$ cat src/rtl/pipe_skid_reg_pkg.sv
// Shared types and constants for the handshaked pipeline skid register.
package pipe_pkg;

  typedef enum logic [1:0] {
    EMPTY = 2'b00,
    BUSY  = 2'b01,
    FULL  = 2'b10
  } skid_state_t;

  localparam int STALL_CNT_W = 16;

endpackage

$ cat src/rtl/pipe_en_reg.sv
// N-bit storage register with async active-high reset, synchronous clear and load enable.
module pipe_en_reg #(
  parameter int W = 32
) (
  input  logic         clk,
  input  logic         rst,
  input  logic         clr,
  input  logic         en,
  input  logic [W-1:0] d,
  output logic [W-1:0] q
);

  // Clear wins over load so a squash never lets a same-cycle write survive.
  always_ff @(posedge clk or posedge rst) begin
    if (rst) begin
      q <= {W{1'b0}};
    end else if (clr) begin
      q <= {W{1'b0}};
    end else if (en) begin
      q <= d;
    end
  end

endmodule

$ cat src/rtl/pipe_skid_reg.sv
// Two-entry skid buffer between pipeline stages; in_ready is decoded from registered state.
// Optional backpressure counter enabled by defining PIPE_STALL_CNT_EN.
module pipe_skid_reg
  import pipe_pkg::*;
#(
  parameter int N = 32
) (
  input  logic         clk,
  input  logic         rst,
  input  logic         flush,
  input  logic         in_valid,
  output logic         in_ready,
  input  logic [N-1:0] in_data,
  output logic         out_valid,
  input  logic         out_ready,
  output logic [N-1:0] out_data
`ifdef PIPE_STALL_CNT_EN
  ,
  output logic [STALL_CNT_W-1:0] stall_cnt
`endif
);

  skid_state_t state_r;
  skid_state_t next_state_s;
  logic        in_fire_s;
  logic        out_fire_s;
  logic        main_en_s;
  logic        main_from_skid_s;
  logic        skid_en_s;
  logic [N-1:0] main_d_s;
  logic [N-1:0] main_q;
  logic [N-1:0] skid_q;

  assign out_valid  = (state_r != EMPTY);
  assign in_ready   = (state_r != FULL);
  assign out_data   = main_q;
  assign in_fire_s  = in_valid & in_ready;
  assign out_fire_s = out_valid & out_ready;
  assign main_d_s   = main_from_skid_s ? skid_q : in_data;

  // State register.
  always_ff @(posedge clk or posedge rst) begin
    if (rst) begin
      state_r <= EMPTY;
    end else begin
      state_r <= next_state_s;
    end
  end

  // Next-state and storage write enables.
  always_comb begin
    next_state_s     = state_r;
    main_en_s        = 1'b0;
    main_from_skid_s = 1'b0;
    skid_en_s        = 1'b0;
    case (state_r)
      EMPTY: begin
        if (in_fire_s) begin
          main_en_s    = 1'b1;
          next_state_s = BUSY;
        end else begin
          next_state_s = EMPTY;
        end
      end
      BUSY: begin
        if (in_fire_s && out_fire_s) begin
          main_en_s    = 1'b1;
          next_state_s = BUSY;
        end else if (in_fire_s) begin
          skid_en_s    = 1'b1;
          next_state_s = FULL;
        end else if (out_fire_s) begin
          next_state_s = EMPTY;
        end else begin
          next_state_s = BUSY;
        end
      end
      FULL: begin
        if (out_fire_s) begin
          main_en_s        = 1'b1;
          main_from_skid_s = 1'b1;
          next_state_s     = BUSY;
        end else begin
          next_state_s = FULL;
        end
      end
      default: begin
        next_state_s = EMPTY;
      end
    endcase
    // Squash overrides every transition; the registers clear themselves via clr.
    if (flush) begin
      next_state_s = EMPTY;
    end else begin
      next_state_s = next_state_s;
    end
  end

  pipe_en_reg #(.W(N)) u_main (
    .clk (clk),
    .rst (rst),
    .clr (flush),
    .en  (main_en_s),
    .d   (main_d_s),
    .q   (main_q)
  );

  pipe_en_reg #(.W(N)) u_skid (
    .clk (clk),
    .rst (rst),
    .clr (flush),
    .en  (skid_en_s),
    .d   (in_data),
    .q   (skid_q)
  );

`ifdef PIPE_STALL_CNT_EN
  logic [STALL_CNT_W-1:0] stall_cnt_r;

  // Saturating count of producer backpressure cycles; only rst clears it.
  always_ff @(posedge clk or posedge rst) begin
    if (rst) begin
      stall_cnt_r <= {STALL_CNT_W{1'b0}};
    end else if (in_valid && !in_ready && (stall_cnt_r != {STALL_CNT_W{1'b1}})) begin
      stall_cnt_r <= stall_cnt_r + {{(STALL_CNT_W-1){1'b0}}, 1'b1};
    end
  end

  assign stall_cnt = stall_cnt_r;
`endif

endmodule

$ cat config.mk
export PLATFORM = sky130hd
export DESIGN_NAME = pipe_skid_reg
export DESIGN_NICKNAME = d
export VERILOG_FILES = /design/src/rtl/pipe_skid_reg_pkg.sv /design/src/rtl/pipe_en_reg.sv /design/src/rtl/pipe_skid_reg.sv
export SDC_FILE = /design/constraint.sdc
export NUM_CORES = 1
export LEC_CHECK = 0
export CAP_MARGIN = 40
export CORE_AREA = 4 4 95 97
export CTS_BUF_LIST = sky130_fd_sc_hd__clkbuf_8
export CTS_CLUSTER_SIZE = 28
export DETAILED_ROUTE_END_ITERATION = 10
export DIE_AREA = 0 0 99 101
export PLACE_DENSITY = 0.68
export SYNTH_ARGS = -nofsm -noshare
export SYNTH_HDL_FRONTEND = slang
export SYNTH_SLANG_ARGS = --single-unit
$ cat constraint.sdc
create_clock -name clk -period 2.3 [get_ports clk]
set_input_delay 0.46 -clock clk [delete_from_list [all_inputs] [get_ports clk]]
set_output_delay 0.46 -clock clk [all_outputs]
set_load 0.005 [all_outputs]
== After elaboration in Yosys (flattened, before gate mapping) ==
Cells that the tools add are included.

* Input bits: 37
* Output and inout bits: 34
* Register bits after elaboration: 66
* Logic and storage cells: 32

* Bitwise logic cells: 2
* Eq/ne operators: 3
* Reductions and logical operators: 5
* Mux-type cells: 19

{| class="wikitable"
|+ Operators with widths
! kind !! number
|-
| 32-bit two-way mux || 5
|-
| 1-bit two-way mux || 8
|-
| 2-bit two-way mux || 4
|-
| 2-bit one-hot mux with 3 select lines || 1
|-
| 2-bit nonzero test || 3
|-
| 1-bit one-hot mux with 3 select lines || 1
|-
| 1-bit bitwise AND || 2
|-
| 2-bit by 1-bit == test with 1-bit output (second input constant) || 1
|-
| 2-bit == test (second input constant) || 1
|-
| 2-bit logical NOT || 1
|-
| 2-bit != test (second input constant) || 1
|-
| 1-bit logical AND || 1
|}

== Logic depth before layout (Yosys ltp) ==
* Depth after elaboration: 7
* Mapped depth: 9
* Mapped depth without buffers: 7

== Modules after synthesis ==
From an unflattened synthesis, not the netlist that was laid out.

* Cell total of the unflattened synthesis: 261
* Area total of the unflattened synthesis: 3340.7 µm²

{| class="wikitable"
|+ By module, submodules not included
! module !! instances !! cells each !! sequential area each (µm²) !! area an instance (µm²)
|-
| pipe_en_reg || 2 || 104 || 800.8 || 1327.5
|-
| pipe_skid_reg || 1 || 53 || 50.0 || 685.7
|}

== Worst setup path before layout ==
No wires, ideal clock.

* Kind: reg-to-reg
* Start point: register state_r[1]
* End point: register u_skid.q[10]
* Path buffers: 2
* Stages on the path, launching flop included: 8
* Setup slack: 434 ps
* Clock period less this slack: 1866 ps
* Data required time: 2234 ps
* Data arrival time: 1799 ps
* Cells stage by stage: dfrtp_1 > or2_2 > nand2_1 > ha_1 > nor4bb_1 > buf_2 > clkbuf_1 > a22o_1

* Longest elaborated chain between the ends: 6

{| class="wikitable"
|+ Ends and longest elaborated chain
! what !! line !! text
|-
| from (decl) || pipe_skid_reg.sv:23 || <nowiki>skid_state_t state_r;</nowiki>
|-
| from (signal assigned) || pipe_skid_reg.sv:46 || <nowiki>state_r <= next_state_s;</nowiki>
|-
| 2-bit nonzero test || pipe_skid_reg.sv:34 || <nowiki>assign out_valid = (state_r != EMPTY);</nowiki>
|-
| named net out_valid || pipe_skid_reg.sv:14 || <nowiki>output logic out_valid,</nowiki>
|-
| 1-bit bitwise AND || pipe_skid_reg.sv:38 || <nowiki>assign out_fire_s = out_valid & out_ready;</nowiki>
|-
| 1-bit logical AND || pipe_skid_reg.sv:66 || <nowiki>if (in_fire_s && out_fire_s) begin</nowiki>
|-
| 1-bit two-way mux || pipe_skid_reg.sv:66 ||
|-
| 1-bit two-way mux || pipe_skid_reg.sv:56 || <nowiki>case (state_r)</nowiki>
|-
| 2-bit nonzero test (no line) || - ||
|-
| to (signal assigned) || pipe_en_reg.sv:16 || <nowiki>q <= {W{1'b0}};</nowiki>
|-
| to (signal assigned) || pipe_en_reg.sv:18 || <nowiki>q <= {W{1'b0}};</nowiki>
|-
| to (decl) || pipe_en_reg.sv:10 || <nowiki>output logic [W-1:0] q</nowiki>
|}

The timed path passes the listed nets, and every way through them passes these cells.
A chain may end at the register's enable or synchronous reset.

== Final worst setup path ==
* Start point: register state_r[1]
* End point: output out_valid

* Longest elaborated chain between the ends: 1

{| class="wikitable"
|+ Ends and longest elaborated chain
! what !! line
|-
| 2-bit nonzero test || pipe_skid_reg.sv:34
|-
| to (decl) || pipe_skid_reg.sv:14
|}

No other way between the ends.

==> metrics.cfg <==
[routing]
ant_nets=0
wl_per_cell_um=16.8
dr.pass1.iters=4
routed_via_density=5.11
vias=1968
drt-total-wl_mm=6.45
drc=0
drt_iter0_markers=99

[power_and_ir_drop]
swShare=0.244
finalPower_mw=2.74
switchingPower_uw=668
power.internal_mw=2.07
p_leak_nw=1.90
p_seq_frac=0.465
max-vdd-ir-drop_uv=307
power.density_nw_per_um2=702
p_comb_frac=0.147
clkPwrFrac=0.388

[clock_network]
clk_latency_ns=0.33
cts_sinks=66
path_clk_slew_ns=0.07
cts_buffer_depth=2
cts_buffers=9
postCtsSetupRepairBufs=0
htreeDepth=3
postCtsHoldBufs=0
cts_tree=yes
cts.repair.resized=0
clockRootBuffer=clkbuf_8

[global_routing]
grt_max_degree=67
gr-total-overflow=0
grt_util_all_layers=0.139
grt_pass1_wl_mm=10.8
antenna_found_initial=0
grt_pass1_vias=2123

[cells_and_area]
final_nets=314
final_cells=385
seqCellArea_um2=1650
drive_gt1_frac=0.121
fill_cells=723
multi_input_area_um2=1070
antenna_cells=0
syn2layout_area_growth_pct=37.9

[floorplan]
io_pins=71
start_util=0.347
core_area_um2=8130
die_y_um=101
die_w_um=99
num_rows=33
die_area_um2=10000

[logic_synthesis]
seq_area_frac_synth=0.585
synthTopCellsByArea=dfrtp_1, mux2i_1, a22o_1
syn_area_per_cell_um2=14.0
synthAdderAreaFrac=0.00886
yosysTopAreaCellShare=0.585
synth_xor_area_frac=0
syn_inst=201
syn_area_um2=2820
synthSimpleGateAreaFrac=0.0186
synth_cell_types=23
synth_compound_area_frac=0.226
muxShareOfSynthArea=0.119
ys_seq_elements=66
synth_top_area_cell=dfrtp_1
syn_nets=240
yosys_warnings=0
synth_top_family_by_area=compound AO/OA/AOI/OAI gates

[timing]
skew_ns=0.0100
hold_viol_final=0
rsz0062_at_grt=no
finalCriticalPeriod_ns=2.03
setup_viol=0
min_period_over_period=0.884
relSlewSlack=0.723
drv_slew=0
tightest_slew_ns=0.414
fin_setup_tns_ns=0
fmax_ghz=0.492

[place]
dp.cells=369
hpwl_mm=4.34
place_congestion=0.831
port_buffers=70

[critical_path]
crit_fanout=6
worstPathArrival_ns=1.57
critical_path_class=flip-flop to output port
crit_required_ns=1.84
endpoint_kind=output port
startpoint=state_r[1]
critPathLaunchType=flip-flop
rr_startpoint=state_r[1]

[worst_hold_path]
worstHoldStart=u_main.q[4]
min_path_type=flip-flop to flip-flop

[run_status]
status=complete, no violations

[flow_run]
drv_cap=0

metrics by stage:
step                instance area [um^2]   util  setup WS, ns  hold WS [ns]
floorplan                           2820      -         0.185         0.472
CTS                                 3890  0.479         0.242         0.497
global placement                    3680  0.452         0.180         0.470
finish                              3890  0.479         0.267         0.491
detailed placement                  3680  0.452         0.153         0.473
global route                        3890  0.479         0.173         0.509
power groups by stage:
stage                     Combinational (mW)  Clock [mW]  Sequential [mW]
after CTS                              0.411        1.10             1.27
after floorplan                        0.180           0             1.29
final                                  0.402        1.06             1.27
after detailed placement               0.408           0             1.29
after global placement                 0.404           0             1.29
after global routing                   0.440        1.16             1.28
final timing paths:
path	end	slack (ns)	cells past startpoint
hold / removal	u_main.q[4]	0.49	1
setup reg to reg	u_main.q[30]	0.32	7
min in group asynchronous	u_main.q[24]	0.52	3
max in group asynchronous	u_main.q[4]	1.50	3
setup / recovery	out_valid	0.27	2
hold reg to reg	u_main.q[4]	0.49	1
sequential cells by signal, indices dropped and copies added, names as in the netlist:
register,flops
u_main.q,32
u_skid.q,32
state_r,2
layout make-up:
type / count / area share
Sequential cell: 66 / 0.424
Multi-Input combinational cell: 113 / 0.276
Timing Repair Buffer: 80 / 0.206
Tap cell: 105 / 0.0337
Clock buffer: 9 / 0.0318
Clock inverter: 7 / 0.0241
Inverter: 5 / 0.00482
cell usage after synthesis:
cell type   n
a21oi_2     1
a221oi_4    1
a22o_1     32
a22oi_1     1
a32oi_2     1
and2_1      1
and2b_1     1
buf_2      12
buf_6       3
clkbuf_1    2
dfrtp_1    66
ha_1        2
inv_1       5
mux2_4      1
mux2i_1    32
nand2_1     2
nand3b_1    1
nor2_1      2
nor4bb_1    1
o2bb2ai_1  30
o2bb2ai_2   2
o31ai_1     1
or2_2       1
layout by cell type (no fill, tap or decap), drive strengths merged:
master	Yosys	final
dfrtp	66	66
nand3b	1	1
a21oi	1	1
mux2	1	1
nor2	2	2
bufinv	0	2
o31ai	1	1
clkdlybuf4s50	0	70
clkinvlp	0	1
or2	1	1
clkinv	0	2
buf	15	10
a32oi	1	1
nand2	2	2
inv	5	7
a22oi	1	1
ha	2	2
a221oi	1	1
a22o	32	32
mux2i	32	32
and2b	1	1
clkbuf	2	9
o2bb2ai	32	32
nor4bb	1	1
and2	1	1
worst max-delay path: stages (launching register included):
cell,delay (ns)
dfrtp_1,0.47
or2_2,0.33
clkdlybuf4s50_1,0.45
routing by layer:
metal | routed length [um] | part of all wire | global-route usage | up-vias
met3 | 344 | 0.053 | 0.0533 | 4
met1 | 3010 | 0.47 | 0.188 | 999
met5 | 0 | 0 | 0 | -
met4 | 40 | 0.0062 | 0.0378 | 0
met2 | 3060 | 0.47 | 0.210 | 43
li1 | - | - | - | 922
logic make-up after synthesis:
kind of cell / after synthesis
AND/OR/NAND/NOR: 9
adder cells (fa/ha/maj): 2
multiplexers: 33
buffers and inverters: 22
AO/OA/AOI/OAI: 69
flip-flops: 66
(Power assumes the default switching activity.)
